<file path="src/rtl/key_sched_ctrl_if.sv">
// Key-load handshake and round-key read bus of the AES-128 key-schedule controller.
// The zeroize request exists only when KEY_SCHED_ZEROIZE_EN is defined.
interface key_sched_ctrl_if #(
    parameter int RK_IDX_W = 4
);
    logic                keyValid;
    logic [127:0]        key;
    logic                keyReady;
    logic                busy;
    logic                keysValid;
    logic [RK_IDX_W-1:0] rkIndex;
    logic [127:0]        roundKey;

`ifdef KEY_SCHED_ZEROIZE_EN
    logic                zeroize;

    modport master (
        output keyValid, key, rkIndex, zeroize,
        input  keyReady, busy, keysValid, roundKey
    );

    modport slave (
        input  keyValid, key, rkIndex, zeroize,
        output keyReady, busy, keysValid, roundKey
    );
`else
    modport master (
        output keyValid, key, rkIndex,
        input  keyReady, busy, keysValid, roundKey
    );

    modport slave (
        input  keyValid, key, rkIndex,
        output keyReady, busy, keysValid, roundKey
    );
`endif
endinterface

</file>
<file path="src/rtl/key_sched_ctrl.sv">
// Iterative AES-128 key expander: one round key per clock into an 11-entry register file.
// Optional macro KEY_SCHED_ZEROIZE_EN adds a zeroize request and a one-entry-per-cycle WIPE state.
module key_sched_ctrl #(
    parameter int NUM_ROUNDS = 10,
    parameter int RK_IDX_W   = 4
) (
    input  logic             clock,
    input  logic             reset,
    key_sched_ctrl_if.slave  bus
);

    localparam int NUM_KEYS = NUM_ROUNDS + 1;

    if (NUM_ROUNDS != 10 || RK_IDX_W < 4) begin : g_bad_config
        $error("key_sched_ctrl supports only NUM_ROUNDS=10 with RK_IDX_W>=4");
    end

`ifdef KEY_SCHED_ZEROIZE_EN
    typedef enum logic [1:0] {IDLE = 2'd0, EXPAND = 2'd1, DONE = 2'd2, WIPE = 2'd3} state_t;
`else
    typedef enum logic [1:0] {IDLE = 2'd0, EXPAND = 2'd1, DONE = 2'd2} state_t;
`endif

    localparam logic [7:0] SBOX [256] = '{
        8'h63, 8'h7c, 8'h77, 8'h7b, 8'hf2, 8'h6b, 8'h6f, 8'hc5, 8'h30, 8'h01, 8'h67, 8'h2b, 8'hfe, 8'hd7, 8'hab, 8'h76,
        8'hca, 8'h82, 8'hc9, 8'h7d, 8'hfa, 8'h59, 8'h47, 8'hf0, 8'had, 8'hd4, 8'ha2, 8'haf, 8'h9c, 8'ha4, 8'h72, 8'hc0,
        8'hb7, 8'hfd, 8'h93, 8'h26, 8'h36, 8'h3f, 8'hf7, 8'hcc, 8'h34, 8'ha5, 8'he5, 8'hf1, 8'h71, 8'hd8, 8'h31, 8'h15,
        8'h04, 8'hc7, 8'h23, 8'hc3, 8'h18, 8'h96, 8'h05, 8'h9a, 8'h07, 8'h12, 8'h80, 8'he2, 8'heb, 8'h27, 8'hb2, 8'h75,
        8'h09, 8'h83, 8'h2c, 8'h1a, 8'h1b, 8'h6e, 8'h5a, 8'ha0, 8'h52, 8'h3b, 8'hd6, 8'hb3, 8'h29, 8'he3, 8'h2f, 8'h84,
        8'h53, 8'hd1, 8'h00, 8'hed, 8'h20, 8'hfc, 8'hb1, 8'h5b, 8'h6a, 8'hcb, 8'hbe, 8'h39, 8'h4a, 8'h4c, 8'h58, 8'hcf,
        8'hd0, 8'hef, 8'haa, 8'hfb, 8'h43, 8'h4d, 8'h33, 8'h85, 8'h45, 8'hf9, 8'h02, 8'h7f, 8'h50, 8'h3c, 8'h9f, 8'ha8,
        8'h51, 8'ha3, 8'h40, 8'h8f, 8'h92, 8'h9d, 8'h38, 8'hf5, 8'hbc, 8'hb6, 8'hda, 8'h21, 8'h10, 8'hff, 8'hf3, 8'hd2,
        8'hcd, 8'h0c, 8'h13, 8'hec, 8'h5f, 8'h97, 8'h44, 8'h17, 8'hc4, 8'ha7, 8'h7e, 8'h3d, 8'h64, 8'h5d, 8'h19, 8'h73,
        8'h60, 8'h81, 8'h4f, 8'hdc, 8'h22, 8'h2a, 8'h90, 8'h88, 8'h46, 8'hee, 8'hb8, 8'h14, 8'hde, 8'h5e, 8'h0b, 8'hdb,
        8'he0, 8'h32, 8'h3a, 8'h0a, 8'h49, 8'h06, 8'h24, 8'h5c, 8'hc2, 8'hd3, 8'hac, 8'h62, 8'h91, 8'h95, 8'he4, 8'h79,
        8'he7, 8'hc8, 8'h37, 8'h6d, 8'h8d, 8'hd5, 8'h4e, 8'ha9, 8'h6c, 8'h56, 8'hf4, 8'hea, 8'h65, 8'h7a, 8'hae, 8'h08,
        8'hba, 8'h78, 8'h25, 8'h2e, 8'h1c, 8'ha6, 8'hb4, 8'hc6, 8'he8, 8'hdd, 8'h74, 8'h1f, 8'h4b, 8'hbd, 8'h8b, 8'h8a,
        8'h70, 8'h3e, 8'hb5, 8'h66, 8'h48, 8'h03, 8'hf6, 8'h0e, 8'h61, 8'h35, 8'h57, 8'hb9, 8'h86, 8'hc1, 8'h1d, 8'h9e,
        8'he1, 8'hf8, 8'h98, 8'h11, 8'h69, 8'hd9, 8'h8e, 8'h94, 8'h9b, 8'h1e, 8'h87, 8'he9, 8'hce, 8'h55, 8'h28, 8'hdf,
        8'h8c, 8'ha1, 8'h89, 8'h0d, 8'hbf, 8'he6, 8'h42, 8'h68, 8'h41, 8'h99, 8'h2d, 8'h0f, 8'hb0, 8'h54, 8'hbb, 8'h16
    };

    state_t       state;
    state_t       nextState;
    logic [3:0]   roundCtr;
    logic [3:0]   prevIdx;
    logic         lastRound;
    logic         keysValidQ;
    logic         readyInt;
    logic         wipeReq;
    logic [7:0]   rcon;
    logic [127:0] prevKey;
    logic [31:0]  rotWord;
    logic [31:0]  subWord;
    logic [31:0]  w0, w1, w2, w3;
    logic [127:0] nextKey;
    logic [127:0] rk [NUM_KEYS];

`ifdef KEY_SCHED_ZEROIZE_EN
    assign wipeReq = bus.zeroize;
`else
    assign wipeReq = 1'b0;
`endif

    assign lastRound = (roundCtr == 4'(NUM_ROUNDS));
    assign prevIdx   = (roundCtr == 4'd0) ? 4'd0 : roundCtr - 4'd1;

    always_ff @(posedge clock) begin
        if (reset) begin
            state <= IDLE;
        end else begin
            state <= nextState;
        end
    end

    always_comb begin
        nextState = state;
        case (state)
            IDLE, DONE: if (bus.keyValid) nextState = EXPAND;
            EXPAND:     if (lastRound)    nextState = DONE;
`ifdef KEY_SCHED_ZEROIZE_EN
            WIPE:       if (lastRound)    nextState = IDLE;
`endif
            default:                      nextState = IDLE;
        endcase
`ifdef KEY_SCHED_ZEROIZE_EN
        if (wipeReq) nextState = WIPE;
`endif
    end

    always_comb begin
        readyInt      = (state == IDLE) || (state == DONE);
        bus.keyReady  = readyInt;
`ifdef KEY_SCHED_ZEROIZE_EN
        bus.busy      = (state == EXPAND) || (state == WIPE);
`else
        bus.busy      = (state == EXPAND);
`endif
        bus.keysValid = keysValidQ;
    end

    // Single shared S-box set: the round counter walks one word transform through all rounds.
    always_comb begin
        case (roundCtr)
            4'd1:    rcon = 8'h01;
            4'd2:    rcon = 8'h02;
            4'd3:    rcon = 8'h04;
            4'd4:    rcon = 8'h08;
            4'd5:    rcon = 8'h10;
            4'd6:    rcon = 8'h20;
            4'd7:    rcon = 8'h40;
            4'd8:    rcon = 8'h80;
            4'd9:    rcon = 8'h1b;
            4'd10:   rcon = 8'h36;
            default: rcon = 8'h00;
        endcase
        prevKey = rk[prevIdx];
        rotWord = {prevKey[23:0], prevKey[31:24]};
        subWord = {SBOX[rotWord[31:24]], SBOX[rotWord[23:16]], SBOX[rotWord[15:8]], SBOX[rotWord[7:0]]};
        w0      = prevKey[127:96] ^ subWord ^ {rcon, 24'h0};
        w1      = prevKey[95:64] ^ w0;
        w2      = prevKey[63:32] ^ w1;
        w3      = prevKey[31:0]  ^ w2;
        nextKey = {w0, w1, w2, w3};
    end

    always_ff @(posedge clock) begin
        if (reset) begin
            roundCtr   <= 4'd0;
            keysValidQ <= 1'b0;
            for (int i = 0; i < NUM_KEYS; i++) rk[i] <= '0;
        end else if (wipeReq) begin
            roundCtr   <= 4'd0;
            keysValidQ <= 1'b0;
        end else begin
            case (state)
                IDLE, DONE: begin
                    if (bus.keyValid) begin
                        rk[0]      <= bus.key;
                        roundCtr   <= 4'd1;
                        keysValidQ <= 1'b0;
                    end
                end
                EXPAND: begin
                    rk[roundCtr] <= nextKey;
                    if (lastRound) begin
                        roundCtr   <= 4'd0;
                        keysValidQ <= 1'b1;
                    end else begin
                        roundCtr   <= roundCtr + 4'd1;
                    end
                end
`ifdef KEY_SCHED_ZEROIZE_EN
                WIPE: begin
                    rk[roundCtr] <= '0;
                    roundCtr     <= lastRound ? 4'd0 : roundCtr + 4'd1;
                end
`endif
                default: ;
            endcase
        end
    end

    // Out-of-range indices read as zero rather than aliasing a stored key.
    always_comb begin
        bus.roundKey = '0;
        if (int'(bus.rkIndex) <= NUM_ROUNDS) bus.roundKey = rk[bus.rkIndex];
    end

    assert property (@(posedge clock) disable iff (reset) (bus.keyValid && readyInt) |-> !$isunknown(bus.key));
    assert property (@(posedge clock) roundCtr <= 4'(NUM_ROUNDS));
    assert property (@(posedge clock) disable iff (reset) keysValidQ |-> (state == DONE));

endmodule

</file>
<file path="src/flat_wrapper.sv">
// flat-port wrapper written by rule: the top's interface ports become plain ports
module key_sched_ctrl_flat 
#(
    parameter int NUM_ROUNDS = 10,
    parameter int RK_IDX_W   = 4
)
  (clock, reset, bus_keyValid, bus_key, bus_rkIndex, bus_keyReady, bus_busy, bus_keysValid, bus_roundKey);
  key_sched_ctrl_if #(.RK_IDX_W(RK_IDX_W)) bus_i ();
  input  logic clock;
  input  logic reset;
  input wire logic [$bits(bus_i.keyValid)-1:0] bus_keyValid;
  input wire logic [$bits(bus_i.key)-1:0] bus_key;
  input wire logic [$bits(bus_i.rkIndex)-1:0] bus_rkIndex;
  output wire logic [$bits(bus_i.keyReady)-1:0] bus_keyReady;
  output wire logic [$bits(bus_i.busy)-1:0] bus_busy;
  output wire logic [$bits(bus_i.keysValid)-1:0] bus_keysValid;
  output wire logic [$bits(bus_i.roundKey)-1:0] bus_roundKey;
  assign bus_i.keyValid = bus_keyValid;
  assign bus_i.key = bus_key;
  assign bus_i.rkIndex = bus_rkIndex;
  assign bus_keyReady = bus_i.keyReady;
  assign bus_busy = bus_i.busy;
  assign bus_keysValid = bus_i.keysValid;
  assign bus_roundKey = bus_i.roundKey;
  key_sched_ctrl #(.NUM_ROUNDS(NUM_ROUNDS), .RK_IDX_W(RK_IDX_W)) u_core (.clock(clock), .reset(reset), .bus(bus_i));
endmodule
</file>
<file path="config.mk">
export PLATFORM = sky130hd
export DESIGN_NAME = key_sched_ctrl_flat
export DESIGN_NICKNAME = d
export VERILOG_FILES = /design/src/rtl/key_sched_ctrl_if.sv /design/src/rtl/key_sched_ctrl.sv /design/src/flat_wrapper.sv
export SDC_FILE = /design/constraint.sdc
export NUM_CORES = 2
export LEC_CHECK = 0
export CAP_MARGIN = 20
export CORE_ASPECT_RATIO = 0.7
export CORE_MARGIN = 10
export CORE_UTILIZATION = 45
export DETAILED_ROUTE_END_ITERATION = 10
export PLACE_DENSITY = 0.68
export REMOVE_ABC_BUFFERS = 1
export SLEW_MARGIN = 20
export SYNTH_ARGS = -nofsm -noshare
export SYNTH_HDL_FRONTEND = slang
export SYNTH_SLANG_ARGS = --single-unit
</file>
<file path="constraint.sdc">
create_clock -name clock -period 16.25 [get_ports clock]
set_input_delay 1.625 -clock clock [delete_from_list [all_inputs] [get_ports clock]]
set_output_delay 1.625 -clock clock [all_outputs]
set_load 0.005 [all_outputs]
</file>
==> metrics.txt <==
status=finished, final reports clean; CTS buffer count=between 200 and 250; Crit Path Max Fanout=50; Syn Std Cell Area=between 100000 and 150000 µm²; Fmax achieved=approximately 0.095 GHz; Tot GR Track Use=0.346; cts hold-fix bufs=0; setup repair bufs after CTS=0; internal power=around 9900 µW; top cells by instance count after synthesis=1918 x edfxtp_1, 1480 x nor2_1, 1040 x nand2_1; Synth Flop Type=edfxtp_1; post-CTS sizing=0; number of synthesized flops with an enable pin=about 1.9k; Flop pwr share=0.420; nets=about 10k; via count=between 90k and 100k; Switching Share=0.321; Starting Density=0.453; DR WL/cell=~37 µm; Mean Syn Cell Area=11.5 µm²; worst endpoint required time=roughly 17 ns; Pleak=approximately 0.043 µW; first-pass GRT wire length=slightly above 700 mm; RSZ-0062 raised after global routing=false; register bit total from synthesis=between 2k and 2.5k; Clock transition at path regs=around 0.07 ns; die width=between 600 and 700 µm; Seq/Total Area, Yosys=0.517; CTS tree=done; relative slew slack=0.146; ys async rst share=0; clock skew=a little over 0.09 ns; CTS sink count=just over 2k; Ys Warns=0; Worst setup SP type=flip-flop; WS Path Type=reg2reg; initial antenna violation count=22; hold depth=2; Final setup viols=0; Tmin final=10.49 ns; final hold vios=0; FF-to-FF path depth=22; Max-Cap Viols=0; Sequential Area=between 60000 and 70000 µm²; most frequent cell after synthesis=edfxtp_1; Final Slew Violations=0; die area=between 200000 and 300000 µm²; largest cells by area after synthesis=edfxtp_1 49%, mux4_2 13%, nor2_1 4.8%, nand2_1 3.3%, dfxtp_1 2.4%; drt pass-1 iters=10; combinational cell fraction of total power=0.235; CP arrival=between 10 and 15 ns; synthesized netlist cell count=approximately 10k; # IOs=roughly 270; die height=between 400 and 500 µm; IO Port Bufs=roughly 270; fillers=about 22k; share of cells above drive strength 1=0.155; routability cong.=1.00; Final ANT Viol Nets=0; WL final=a little over 500 mm; Final Cycle Share=0.645; Psw=roughly 4700 µW; vias in the first global route=93.9k; CP Capture Type=flip-flop; CTS max path bufs=4; Via-to-Cell Ratio=7.17; Power Dens Cells=around 110 nW/µm²; CORE AREA=258000 µm²; clk_lat worst skew=around 0.94 ns; area grow syn2layout=10.9%; H-tree levels=4; post-synth top area cell=edfxtp_1; residual DRC count=0; Setup TNS=0 ns; worst vdd rail ir drop=~0.000095 V; Synth top area share=0.493; DPL Wire Length=between 300 and 400 mm; CTS Root Cell=clkbuf_16; # rows=about 160; DRT iter0 DRCs=approximately 17k; Layout Utilization=0.502; min-delay worst type=reg2reg; Multi-input gate area=just over 50000 µm²; largest net degree at the start of global routing=110; GRT overflow=0; worst-margin pin slew=around 1.3 ns; Unique masters post-synth=around 120; clock share of power=0.345
## per-stage QoR
stage	power [µW]	std cells	area [µm²]	hold WS, ns	setup slack, ns
final	14600	13662	130000	0.474	5.76
after global routing	15000	13652	130000	0.503	5.81
after CTS	14500	13649	130000	0.478	6.32
after detailed placement	9520	13271	123000	0.469	6.44
after global placement	9490	13269	123000	0.455	6.49
after floorplan	8220	9198	112000	0.439	-20.34
## power by group through the flow
stage / Combinational (µW) / Sequential (µW) / Clock [µW]
floorplan: 1960 / 6250 / 0
global placement: 3260 / 6230 / 0
detailed placement: 3270 / 6250 / 0
CTS: 3290 / 6130 / 5040
global route: 3550 / 6150 / 5260
finish: 3430 / 6140 / 5050
## path summary, 6_finish.rpt
| path | from | endpoint | slack (ns) |
|---|---|---|---|
| max | u_core.roundCtr[2] | u_core.rk[11][17] | 5.76 |
| min | u_core.rk[10][88] | u_core.rk[10][88] | 0.47 |
| max reg2reg | u_core.roundCtr[2] | u_core.rk[11][17] | 5.76 |
| min reg2reg | u_core.rk[10][88] | u_core.rk[10][88] | 0.47 |
## logic make-up after synthesis
family | Yosys count | synth area share
buf+inv | 1181 | 0.0446
xor+xnor | 198 | 0.0171
compound gates | 2456 | 0.145
simple gates | 3304 | 0.121
fa+ha+maj | 60 | 0.00642
mux | 921 | 0.149
flops | 2061 | 0.517
## layer usage
metal / vias up / wire, µm / GRT usage
met5: - / 254 / 0.00337
met4: 18 / 27800 / 0.155
met3: 1607 / 81900 / 0.125
met2: 8975 / 210000 / 0.489
met1: 48743 / 189000 / 0.477
li1: 38648 / - / -
## cell type report
type / instances / area share
diodes: 12 / 0.000232
clock buffers: 272 / 0.0440
clock inverters: 106 / 0.00959
inverters: 198 / 0.00575
multi-input cells: 6939 / 0.399
flip-flops and latches: 2061 / 0.466
well taps: 3476 / 0.0335
repair buffers: 598 / 0.0415
## worst max-delay path: stages (launching register included)
cell and delay [ns]:
dfxtp_4 0.57, buf_4 0.62, buf_4 0.66, o21ai_2 0.18, nand2_4 0.52, buf_4 0.64
buf_4 0.60, o221a_2 0.50, nor2_2 0.08, buf_4 0.34, ha_1 0.47, inv_1 0.70
a21oi_1 0.23, a211oi_1 0.22, o21ai_0 0.10, o211ai_1 0.30, a211oi_1 0.16, nor4_1 1.01
buf_4 0.27, xnor3_1 0.81, xnor2_2 0.59, a2bb2oi_2 0.28, inv_1 0.15
## layout by cell type, fill, tap and decap left out, types with 41 or more instances in the layout
cell type and count:
nand2b_1 59, xnor2_1 140, o211ai_1 237, clkbuf_1 41, o31ai_1 44, edfxtp_1 1918, a22oi_1 76, nor2_1 1468
a211oi_1 222, mux2i_1 216, dfxtp_1 139, a21oi_1 397, mux2_2 47, nand2_1 1036, mux4_2 652, nor3_1 158
buf_4 316, a31oi_1 166, inv_1 185, nand3_1 170, o22ai_1 53, o311ai_0 48, ha_1 60, clkdlybuf4s50_1 260
and3_1 130, o21ai_0 554, clkbuf_16 211, a311oi_1 80
## registers in the layout, indices dropped and copies added, names as in the netlist
signal and cells:
u_core.rcon 8, u_core.roundCtr 4, u_core.bus.keysValid 1, u_core.rk 2046
u_core.state 2
(Power assumes the default switching activity.)
